==> src/rtl/vga_tile_renderer.sv <==
`timescale 1ns/1ps
// vga_tile_renderer
//   Generates 640x480@60 VGA timing and renders a 256x256 tiled picture window
//   (16x16 tiles of 16x16 pixels) from an external picture ROM.
//   The tile under the beam is reported on pixelH/pixelV. The game controller
//   answers in the same cycle with addr/inv/isarrow. addr is registered onto
//   rom_addr, and the ROM answer is composed into an RGB332 pixel together with
//   syncs that carry the same pipeline latency (ROM_LAT+2 cycles).
//
// Ports
//   vgaclk      pixel clock
//   reset       synchronous, active-high
//   pixelH/V    tile column/row under the beam (0 outside the picture window)
//   addr        picture index for the current tile
//   inv         invert the colour of the current tile
//   isarrow     current tile holds the cursor (draws a border)
//   rom_addr    registered picture-ROM address
//   rom_data    ROM data, valid ROM_LAT cycles after rom_addr
//   hsync/vsync active-low syncs
//   rgb         RGB332 pixel
//   frame_tick  one-cycle pulse at the start of vertical blank
//
// ROM_LAT must lie in 1..3.
module vga_tile_renderer #(
    parameter int H_VIS   = 640,
    parameter int H_FP    = 16,
    parameter int H_SYNC  = 96,
    parameter int H_BP    = 48,
    parameter int V_VIS   = 480,
    parameter int V_FP    = 10,
    parameter int V_SYNC  = 2,
    parameter int V_BP    = 33,
    parameter int X_OFF   = 192,
    parameter int Y_OFF   = 112,
    parameter int ROM_LAT = 1,
    parameter logic [7:0] BG_COLOR    = 8'h00,
    parameter logic [7:0] ARROW_COLOR = 8'hE0
) (
    input  logic       vgaclk,
    input  logic       reset,
    output logic [3:0] pixelH,
    output logic [3:0] pixelV,
    input  logic [7:0] addr,
    input  logic       inv,
    input  logic       isarrow,
    output logic [7:0] rom_addr,
    input  logic [7:0] rom_data,
    output logic       hsync,
    output logic       vsync,
    output logic [7:0] rgb,
    output logic       frame_tick
);

    localparam logic [9:0] H_LAST = 10'(H_VIS + H_FP + H_SYNC + H_BP - 1);
    localparam logic [9:0] V_LAST = 10'(V_VIS + V_FP + V_SYNC + V_BP - 1);
    localparam logic [9:0] H_VISL = 10'(H_VIS);
    localparam logic [9:0] V_VISL = 10'(V_VIS);
    localparam logic [9:0] HS_LO  = 10'(H_VIS + H_FP);
    localparam logic [9:0] HS_HI  = 10'(H_VIS + H_FP + H_SYNC);
    localparam logic [9:0] VS_LO  = 10'(V_VIS + V_FP);
    localparam logic [9:0] VS_HI  = 10'(V_VIS + V_FP + V_SYNC);
    localparam logic [9:0] X_LO   = 10'(X_OFF);
    localparam logic [9:0] X_HI   = 10'(X_OFF + 256);
    localparam logic [9:0] Y_LO   = 10'(Y_OFF);
    localparam logic [9:0] Y_HI   = 10'(Y_OFF + 256);
    localparam logic [7:0] X_LO8  = 8'(X_OFF);
    localparam logic [7:0] Y_LO8  = 8'(Y_OFF);

    // Side-band word: {inv, isarrow, in_pic, visible, border, hs, vs}.
    // The blank word keeps syncs inactive so a flush never emits a sync pulse.
    localparam logic [6:0] BLANK = 7'b000_0011;

    logic [9:0] hcnt, vcnt;
    logic [7:0] dx, dy;
    logic       in_pic, visible, border, hs, vs;
    logic [6:0] s1;
    logic [6:0] dly [ROM_LAT];
    logic [6:0] sb;

    // Beam counters
    always_ff @(posedge vgaclk) begin
        if (reset) begin
            hcnt <= 10'd0;
            vcnt <= 10'd0;
        end else if (hcnt == H_LAST) begin
            hcnt <= 10'd0;
            vcnt <= (vcnt == V_LAST) ? 10'd0 : vcnt + 10'd1;
        end else begin
            hcnt <= hcnt + 10'd1;
        end
    end

    // Stage 0: window offsets are only meaningful while in_pic, so an 8-bit
    // difference is enough.
    assign dx      = hcnt[7:0] - X_LO8;
    assign dy      = vcnt[7:0] - Y_LO8;
    assign in_pic  = (hcnt >= X_LO) && (hcnt < X_HI) && (vcnt >= Y_LO) && (vcnt < Y_HI);
    assign visible = (hcnt < H_VISL) && (vcnt < V_VISL);
    assign border  = (dx[3:0] == 4'h0) || (dx[3:0] == 4'hF) ||
                     (dy[3:0] == 4'h0) || (dy[3:0] == 4'hF);
    assign hs      = !((hcnt >= HS_LO) && (hcnt < HS_HI));
    assign vs      = !((vcnt >= VS_LO) && (vcnt < VS_HI));
    assign pixelH  = in_pic ? dx[7:4] : 4'd0;
    assign pixelV  = in_pic ? dy[7:4] : 4'd0;

    // Stage 1: ROM address plus the side-band that must follow it
    always_ff @(posedge vgaclk) begin
        if (reset) begin
            rom_addr <= 8'd0;
            s1       <= BLANK;
        end else begin
            rom_addr <= addr;
            s1       <= {inv, isarrow, in_pic, visible, border, hs, vs};
        end
    end

    // Side-band delay matching the ROM read latency
    always_ff @(posedge vgaclk) begin
        if (reset) begin
            for (int i = 0; i < ROM_LAT; i++) dly[i] <= BLANK;
        end else begin
            dly[0] <= s1;
            for (int i = 1; i < ROM_LAT; i++) dly[i] <= dly[i-1];
        end
    end

    assign sb = dly[ROM_LAT-1];

    // Output register; the cursor border wins over inversion.
    always_ff @(posedge vgaclk) begin
        if (reset) begin
            rgb   <= 8'd0;
            hsync <= 1'b1;
            vsync <= 1'b1;
        end else begin
            hsync <= sb[1];
            vsync <= sb[0];
            if (!sb[3])             rgb <= 8'd0;
            else if (!sb[4])        rgb <= BG_COLOR;
            else if (sb[5] && sb[2]) rgb <= ARROW_COLOR;
            else if (sb[6])         rgb <= ~rom_data;
            else                    rgb <= rom_data;
        end
    end

    // Frame tick is taken straight from the counters, not the pixel pipeline.
    always_ff @(posedge vgaclk) begin
        if (reset) frame_tick <= 1'b0;
        else       frame_tick <= (hcnt == 10'd0) && (vcnt == V_VISL);
    end

endmodule

==> config.mk <==
export PLATFORM = sky130hd
export DESIGN_NAME = vga_tile_renderer
export DESIGN_NICKNAME = d
export VERILOG_FILES = /design/src/rtl/vga_tile_renderer.sv
export SDC_FILE = /design/constraint.sdc
export NUM_CORES = 1
export LEC_CHECK = 0
export ABC_AREA = 1
export ABC_CLOCK_PERIOD_IN_PS = 4300
export CAP_MARGIN = 20
export CELL_PAD_IN_SITES_DETAIL_PLACEMENT = 1
export CELL_PAD_IN_SITES_GLOBAL_PLACEMENT = 2
export CORE_ASPECT_RATIO = 0.6
export CORE_MARGIN = 2
export CORE_UTILIZATION = 30
export DETAILED_ROUTE_END_ITERATION = 12
export GPL_ROUTABILITY_DRIVEN = 0
export GPL_TIMING_DRIVEN = 0
export HOLD_SLACK_MARGIN = 0.1
export PLACE_DENSITY_LB_ADDON = 0.1
export SLEW_MARGIN = 10
export SYNTH_ARGS = -nofsm -noshare
export SYNTH_HDL_FRONTEND = slang
export SYNTH_SLANG_ARGS = --single-unit
==> constraint.sdc <==
create_clock -name vgaclk -period 4.3 [get_ports vgaclk]
set_input_delay 0.645 -clock vgaclk [delete_from_list [all_inputs] [get_ports vgaclk]]
set_output_delay 0.645 -clock vgaclk [all_outputs]
set_load 0.05 [all_outputs]
Word level (Yosys, flattened, before mapping)

Memories as Yosys holds them, arrays and structs flattened.
Cells that the tools add are included.
W data, S select, Z words.

$lt $le $gt $ge: 10
Bitwise gates (word level): 3
Reduce and logical (&&, ||, !) cells: 20
Eq/ne operators: 5
Add/subtract/negate cells: 4
Mux-type cells: 10

Operator list:

| cell                    | count |
|---|---|
| $lt A10 B9 Y1 const B   | 4 |
| $add A10 B1 Y10 const B | 2 |
| $eq A10 B10 Y1 const B  | 2 |
| $lt A10 B10 Y1 const B  | 2 |
| $mux W8                 | 2 |
| $eq A10 B9 Y1 const B   | 1 |
| $ge A10 B10 Y1 const B  | 1 |
| $ge A10 B7 Y1 const B   | 1 |
| $ge A10 B8 Y1 const B   | 1 |
| $ge A10 B9 Y1 const B   | 1 |
| $logic_not A10 Y1       | 1 |
| $mux W10                | 1 |
| $eq A4 B4 Y1 const B    | 2 |
| $logic_and A1 B1 Y1     | 8 |
| $logic_not A4 Y1        | 2 |
| $mux W4                 | 2 |
| $not A8 Y8              | 1 |
| $sub A8 B7 Y8 const B   | 1 |
| $sub A8 B8 Y8 const B   | 1 |
| $mux W7                 | 1 |
| $reduce_or A7 Y1        | 1 |
| $mux W1                 | 4 |
| $reduce_or A4 Y1        | 1 |
| $logic_or A1 B1 Y1      | 3 |
| 4 further kinds         | 6 |

Word-level logic and storage cells: 62
Register bits after elaboration: 46
Memories kept: 1
Output and inout bits: 27
Input port bits: 20
RAM bits: 7

Memory list:

| name | words | width | rd ports | clocked after memory_dff | wr ports | RTL line | RTL |
|---|---|---|---|---|---|---|---|
| dly  | 1     | 7     | 1        | 0                        | 1        | 77       | `logic [6:0] dly [ROM_LAT];` |

Logic depth before layout (Yosys ltp)

Gate-level depths: netlist (run 1).

Depth in word-level cells: 5
Depth in mapped cells: 10
Mapped depth without buffers: 10

Worst setup path before layout (run 1)

Ideal clock, no wire load.

Kind: register -> output
Start point: reg vcnt[5]
End point: out pixelH[0]
Cell stages (with the launch flop): 6
Buffers on the path: 0
Setup slack: 1.828 ns
Data required time: 3.655 ns
Arrival time: 1.827 ns
Cell sequence: dfxtp_1 > ha_1 > nand2_1 > o21ai_0 > nand4_1 > nor2_1

Cells in the longest elaborated chain, start to end: 4
Elaborated cells between the ends (all ways): 5
Those cells by class: order compare (2); mux (1); reduce/logical (2)

RTL lines:

| element                | RTL line | RTL |
|---|---|---|
| start, declared        | 73       | `logic [9:0] hcnt, vcnt;` |
| start signal, assigned | 87       | `vcnt <= (vcnt == V_LAST) ? 10'd0 : vcnt + 10'd1;` |
| $ge A10 B7 Y1          | 97       | `assign in_pic = (hcnt >= X_LO) && (hcnt < X_HI) && (vcnt >= Y_LO) && (vcnt < Y_HI);` |
| $logic_and A1 B1 Y1    | 97       |  |
| $logic_and A1 B1 Y1 *  | 97       |  |
| $mux W4 *              | 103      | `assign pixelH = in_pic ? dx[7:4] : 4'd0;` |
| end, declared          | 41       | `output logic [3:0] pixelH,` |

Mark *: on every way between the ends. The rest lies on a longest branch, timed or not.

Worst setup path after layout (run 1)

Start point: reg vcnt[5]
End point: out pixelV[2]

Cells in the longest elaborated chain, start to end: 4
Elaborated cells between the ends (all ways): 6
Those cells by class: add/sub (1); order compare (2); mux (1); reduce/logical (2)

RTL lines:

| element                           | RTL line | RTL |
|---|---|---|
| $ge A10 B7 Y1                     | 97       |  |
| $logic_and A1 B1 Y1 (2 in series) | 97       |  |
| $mux W4 *                         | 104      | `assign pixelV = in_pic ? dy[7:4] : 4'd0;` |
| end, declared                     | 42       | `output logic [3:0] pixelV,` |

Marks and branches as above.

==> results of run 1 <==
per-stage QoR:
stage / power, mW / util / cell area (sq um)
finish: 0.9672 / 0.4138 / 3082
global route: 1.012 / 0.4138 / 3082
CTS: 0.9853 / 0.4138 / 3082
detailed placement: 0.5881 / 0.3950 / 2942
global placement: 0.5869 / 0.3950 / 2942
floorplan: 0.5551 / - / 2361
layer usage:
metal | GRT usage | vias to the layer above
met3 | 0.03828 | 7
met4 | 0.02778 | 0
met2 | 0.2158 | 33
met1 | 0.2349 | 1003
met5 | 0 | -
li1 | - | 1097
area by class of cell:
type                            instances  share of cell area
Sequential cell                        53              0.3443
Clock inverter                          1            0.002436
Inverter                               54             0.06577
Buffer                                  6            0.009338
Multi-Input combinational cell        210              0.3467
Timing Repair Buffer                   45              0.1462
Clock buffer                            7             0.04304
Tap cell                              104             0.04222
power groups by stage:
stage               combinational (mW)  clock, mW  sequential [mW]
floorplan                       0.0257          0            0.529
global placement                0.0711          0            0.516
detailed placement              0.0721          0            0.516
CTS                             0.0729      0.408            0.505
global route                    0.0791      0.427            0.505
finish                          0.0715      0.391            0.505
cells in the mapped netlist (all sizes together) (2+ instances only):
| library cell | instances | area (sq um) |
|---|---|---|
| a21oi | 8 | 40.04 |
| buf | 3 | 17.52 |
| clkbuf | 3 | 11.26 |
| dfxtp | 53 | 1061 |
| ha | 10 | 125.1 |
| inv | 54 | 202.7 |
| nand2 | 64 | 250.2 |
| nand3 | 21 | 105.1 |
| nand4 | 8 | 50.05 |
| nor2 | 65 | 272.8 |
| nor3 | 5 | 30.03 |
| nor4 | 2 | 12.51 |
| o21ai | 9 | 45.04 |
| or2 | 7 | 43.79 |
| xnor2 | 5 | 43.79 |
| xor2 | 3 | 26.28 |
worst max-delay path, stage by stage (launching register included):
cell	delay [ns]
sky130_fd_sc_hd__dfxtp_1	0.45
sky130_fd_sc_hd__ha_1	0.28
sky130_fd_sc_hd__nand2_1	0.13
sky130_fd_sc_hd__o21ai_0	0.38
sky130_fd_sc_hd__nand4_1	0.56
sky130_fd_sc_hd__nor2_1	0.26
sky130_fd_sc_hd__clkdlybuf4s50_1	0.83
registers in the layout, summed over array words and instances (netlist names):
signal and flops:
frame_tick 1, rom_addr 8, vsync 1, hsync 1, vcnt 10, rgb 8, s1 7, hcnt 10
dly 7
path summary, 6_finish.rpt:
check,start,to,slack (ns),cells past startpoint
worst min-delay path,s1[5],dly[0][5],0.40,2
worst max-delay path,vcnt[5],pixelV[2],0.46,6
worst max register to register,vcnt[5],s1[4],2.18,5
worst min register to register,s1[5],dly[0][5],0.40,2
cells by family (layout without fill, tap and decap cells):
family,Yosys count,after routing
flops,53,53
simple gates,173,173
compound gates,19,19
buf+inv,60,113
xor+xnor,8,8
fa+ha+maj,10,10
==> run_summary.xml, run 1 <==
<?xml version="1.0" encoding="UTF-8"?>
<metrics>
  <group name="outcome">
    <metric name="outcome" unit="">completed</metric>
  </group>
  <group name="global_route">
    <metric name="first_global_vias" unit="">2049</metric>
    <metric name="grt_usage" unit="">0.1531</metric>
    <metric name="grt_antenna_before_repair" unit="">0</metric>
    <metric name="global_route.overflow_total" unit="">0</metric>
    <metric name="grt_first_pass_wirelength" unit="microns">10330</metric>
    <metric name="grt_max_degree" unit="">16</metric>
  </group>
  <group name="placed_design">
    <metric name="hpwl" unit="microns">4955</metric>
    <metric name="place.detailed.instances" unit="">472</metric>
    <metric name="buffer_ports.inserted" unit="">45</metric>
    <metric name="post-place-ws" unit="ns">0.7435</metric>
  </group>
  <group name="worst_hold_path">
    <metric name="hp-class" unit="">flip-flop to flip-flop</metric>
  </group>
  <group name="finish">
    <metric name="sequential_cell_area" unit="sq um">1061</metric>
    <metric name="num-nets-final" unit="">405</metric>
    <metric name="layout_common_cells" unit="">62 x sky130_fd_sc_hd__nand2_1, 61 x sky130_fd_sc_hd__nor2_1, 53 x sky130_fd_sc_hd__dfxtp_1</metric>
    <metric name="final.fill_count" unit="">983</metric>
    <metric name="layout-drive-gt1-share" unit="">0.06915</metric>
    <metric name="flow.area_growth_from_synthesis" unit="%">30.52</metric>
    <metric name="multiInputGateArea" unit="sq um">1069</metric>
    <metric name="antenna_cells" unit="">0</metric>
    <metric name="layout.cells.non_filler" unit="">480</metric>
    <metric name="layout_commonest_cell" unit="">sky130_fd_sc_hd__nand2_1</metric>
  </group>
  <group name="timing">
    <metric name="max_slew.worst_pin.slew" unit="ns">0.5897</metric>
    <metric name="report.final.hold_viol_count" unit="">0</metric>
    <metric name="setup_ws" unit="ns">0.4618</metric>
    <metric name="worst_hold_slack" unit="ns">0.3996</metric>
    <metric name="grt_setup_unrepaired" unit="">no</metric>
    <metric name="clock_skew" unit="ns">0.003578</metric>
    <metric name="worst_slew_margin_rel" unit="">0.6057</metric>
    <metric name="final.setup.tns" unit="ns">0</metric>
    <metric name="setup_violations" unit="">0</metric>
    <metric name="max_freq" unit="MHz">260.5</metric>
    <metric name="timing.final.crit_share" unit="">0.8926</metric>
    <metric name="finalCriticalPeriod" unit="ns">3.838</metric>
    <metric name="timing_max_transition_violations_final" unit="">0</metric>
  </group>
  <group name="synth">
    <metric name="synth_ff_type" unit="">sky130_fd_sc_hd__dfxtp_1</metric>
    <metric name="synth.yosys.seq_area_share" unit="">0.4494</metric>
    <metric name="synth_cell_types" unit="">28</metric>
    <metric name="average_size_of_a_mapped_cell" unit="sq um">7.310</metric>
    <metric name="synth_seq_cells" unit="">53</metric>
    <metric name="yosysWarningCount" unit="">0</metric>
    <metric name="synth_fp_nets" unit="">353</metric>
    <metric name="syn_area" unit="sq um">2361</metric>
    <metric name="multiplexer_area_fraction_after_synthesis" unit="">0</metric>
    <metric name="synth-compound-area-share" unit="">0.04293</metric>
    <metric name="synthXorXnorAreaFrac" unit="">0.02968</metric>
    <metric name="synth_simple_gate_area_share" unit="">0.3270</metric>
    <metric name="synth_enable_flop_cells" unit="">0</metric>
    <metric name="async_set_or_reset_flop_fraction_in_the_synthesized_netlist" unit="">0</metric>
    <metric name="netlist_instances" unit="">323</metric>
    <metric name="synth_top_family_by_area" unit="">simple AND/OR/NAND/NOR gates</metric>
    <metric name="synth_adder_area_share" unit="">0.05299</metric>
  </group>
  <group name="route">
    <metric name="routed.top_layer" unit="">met4</metric>
    <metric name="wl_cell" unit="microns">12.91</metric>
    <metric name="wirelength" unit="microns">6199</metric>
    <metric name="ant_nets" unit="">0</metric>
    <metric name="met3_length" unit="microns">239</metric>
    <metric name="drt_iter0_drc" unit="">93</metric>
    <metric name="met2_wire_len" unit="microns">2344</metric>
    <metric name="vias_per_cell" unit="">4.458</metric>
    <metric name="wirelength_met1" unit="microns">3565</metric>
    <metric name="via_count" unit="">2140</metric>
    <metric name="drt_drc_violations_left" unit="">0</metric>
    <metric name="firstDrtPassIters" unit="">4</metric>
  </group>
  <group name="cts">
    <metric name="tritoncts" unit="">done</metric>
    <metric name="number_of_cells_upsized_or_downsized_after_cts" unit="">0</metric>
    <metric name="postCtsSetupBuffers" unit="">0</metric>
    <metric name="htree_num_levels" unit="">2</metric>
    <metric name="cts_buffer_depth" unit="">2</metric>
    <metric name="holdBufCountCts" unit="">0</metric>
    <metric name="cts.reportedPaths.clkPinSlew" unit="ns">0.07</metric>
    <metric name="cts.root.buffer_cell" unit="">sky130_fd_sc_hd__clkbuf_16</metric>
    <metric name="clock_latency" unit="ns">0.29</metric>
    <metric name="clock_sinks" unit="">53</metric>
    <metric name="tritoncts.num_buffers" unit="">5</metric>
  </group>
  <group name="floorplanning">
    <metric name="coreArea" unit="sq um">7447</metric>
    <metric name="die-width" unit="microns">118.5</metric>
    <metric name="num_rows" unit="">24</metric>
    <metric name="die_height" unit="microns">72.72</metric>
    <metric name="fp.dieArea" unit="sq um">8619</metric>
    <metric name="initial_utilization" unit="">0.3170</metric>
    <metric name="design.portCount" unit="">47</metric>
  </group>
  <group name="power_and_ir_drop">
    <metric name="seq_power_share" unit="">0.522</metric>
    <metric name="peakVddDrop" unit="mV">0.1528</metric>
    <metric name="power_switching" unit="mW">0.2173</metric>
    <metric name="power.share.combinational" unit="">0.074</metric>
    <metric name="power.clock.fraction" unit="">0.404</metric>
    <metric name="static-leakage-power" unit="nW">1.356</metric>
    <metric name="power_density" unit="nW/um^2">313.8</metric>
    <metric name="netSwitchingFraction" unit="">0.2247</metric>
    <metric name="p_int" unit="mW">0.7499</metric>
  </group>
  <group name="setup_path">
    <metric name="timing.critical_path.arrival" unit="ns">3.19</metric>
    <metric name="cp-end-kind" unit="">output pin</metric>
    <metric name="critPathRequiredTime" unit="ns">3.65</metric>
    <metric name="timing.critical_path.fanout_max" unit="">9</metric>
    <metric name="type_of_the_worst_setup_path" unit="">flip-flop to output pin</metric>
    <metric name="startpoint_type" unit="">flip-flop</metric>
  </group>
  <group name="run">
    <metric name="max_cap_viol_count" unit="">0</metric>
  </group>
</metrics>
Power figures use the tool's default switching activity.
==> inputs of run 2 (changes only) <==
- ABC_CLOCK_PERIOD_IN_PS: 4300 -> 4800
- clock period: 4.3 -> 4.8 ns (I/O delays scaled with it)
==> results of run 2 <==
The final DEF is identical to that of run 1. Status: completed.
Among the figures that moved: setup slack after placement 0.7435 ns -> 1.169 ns; setup slack after layout 0.4618 ns -> 0.8868 ns; register-to-register setup slack 2.18 ns -> 2.68 ns; total power 0.9672 mW -> 0.8664 mW; worst IR drop on VDD 0.1528 mV -> 0.1368 mV
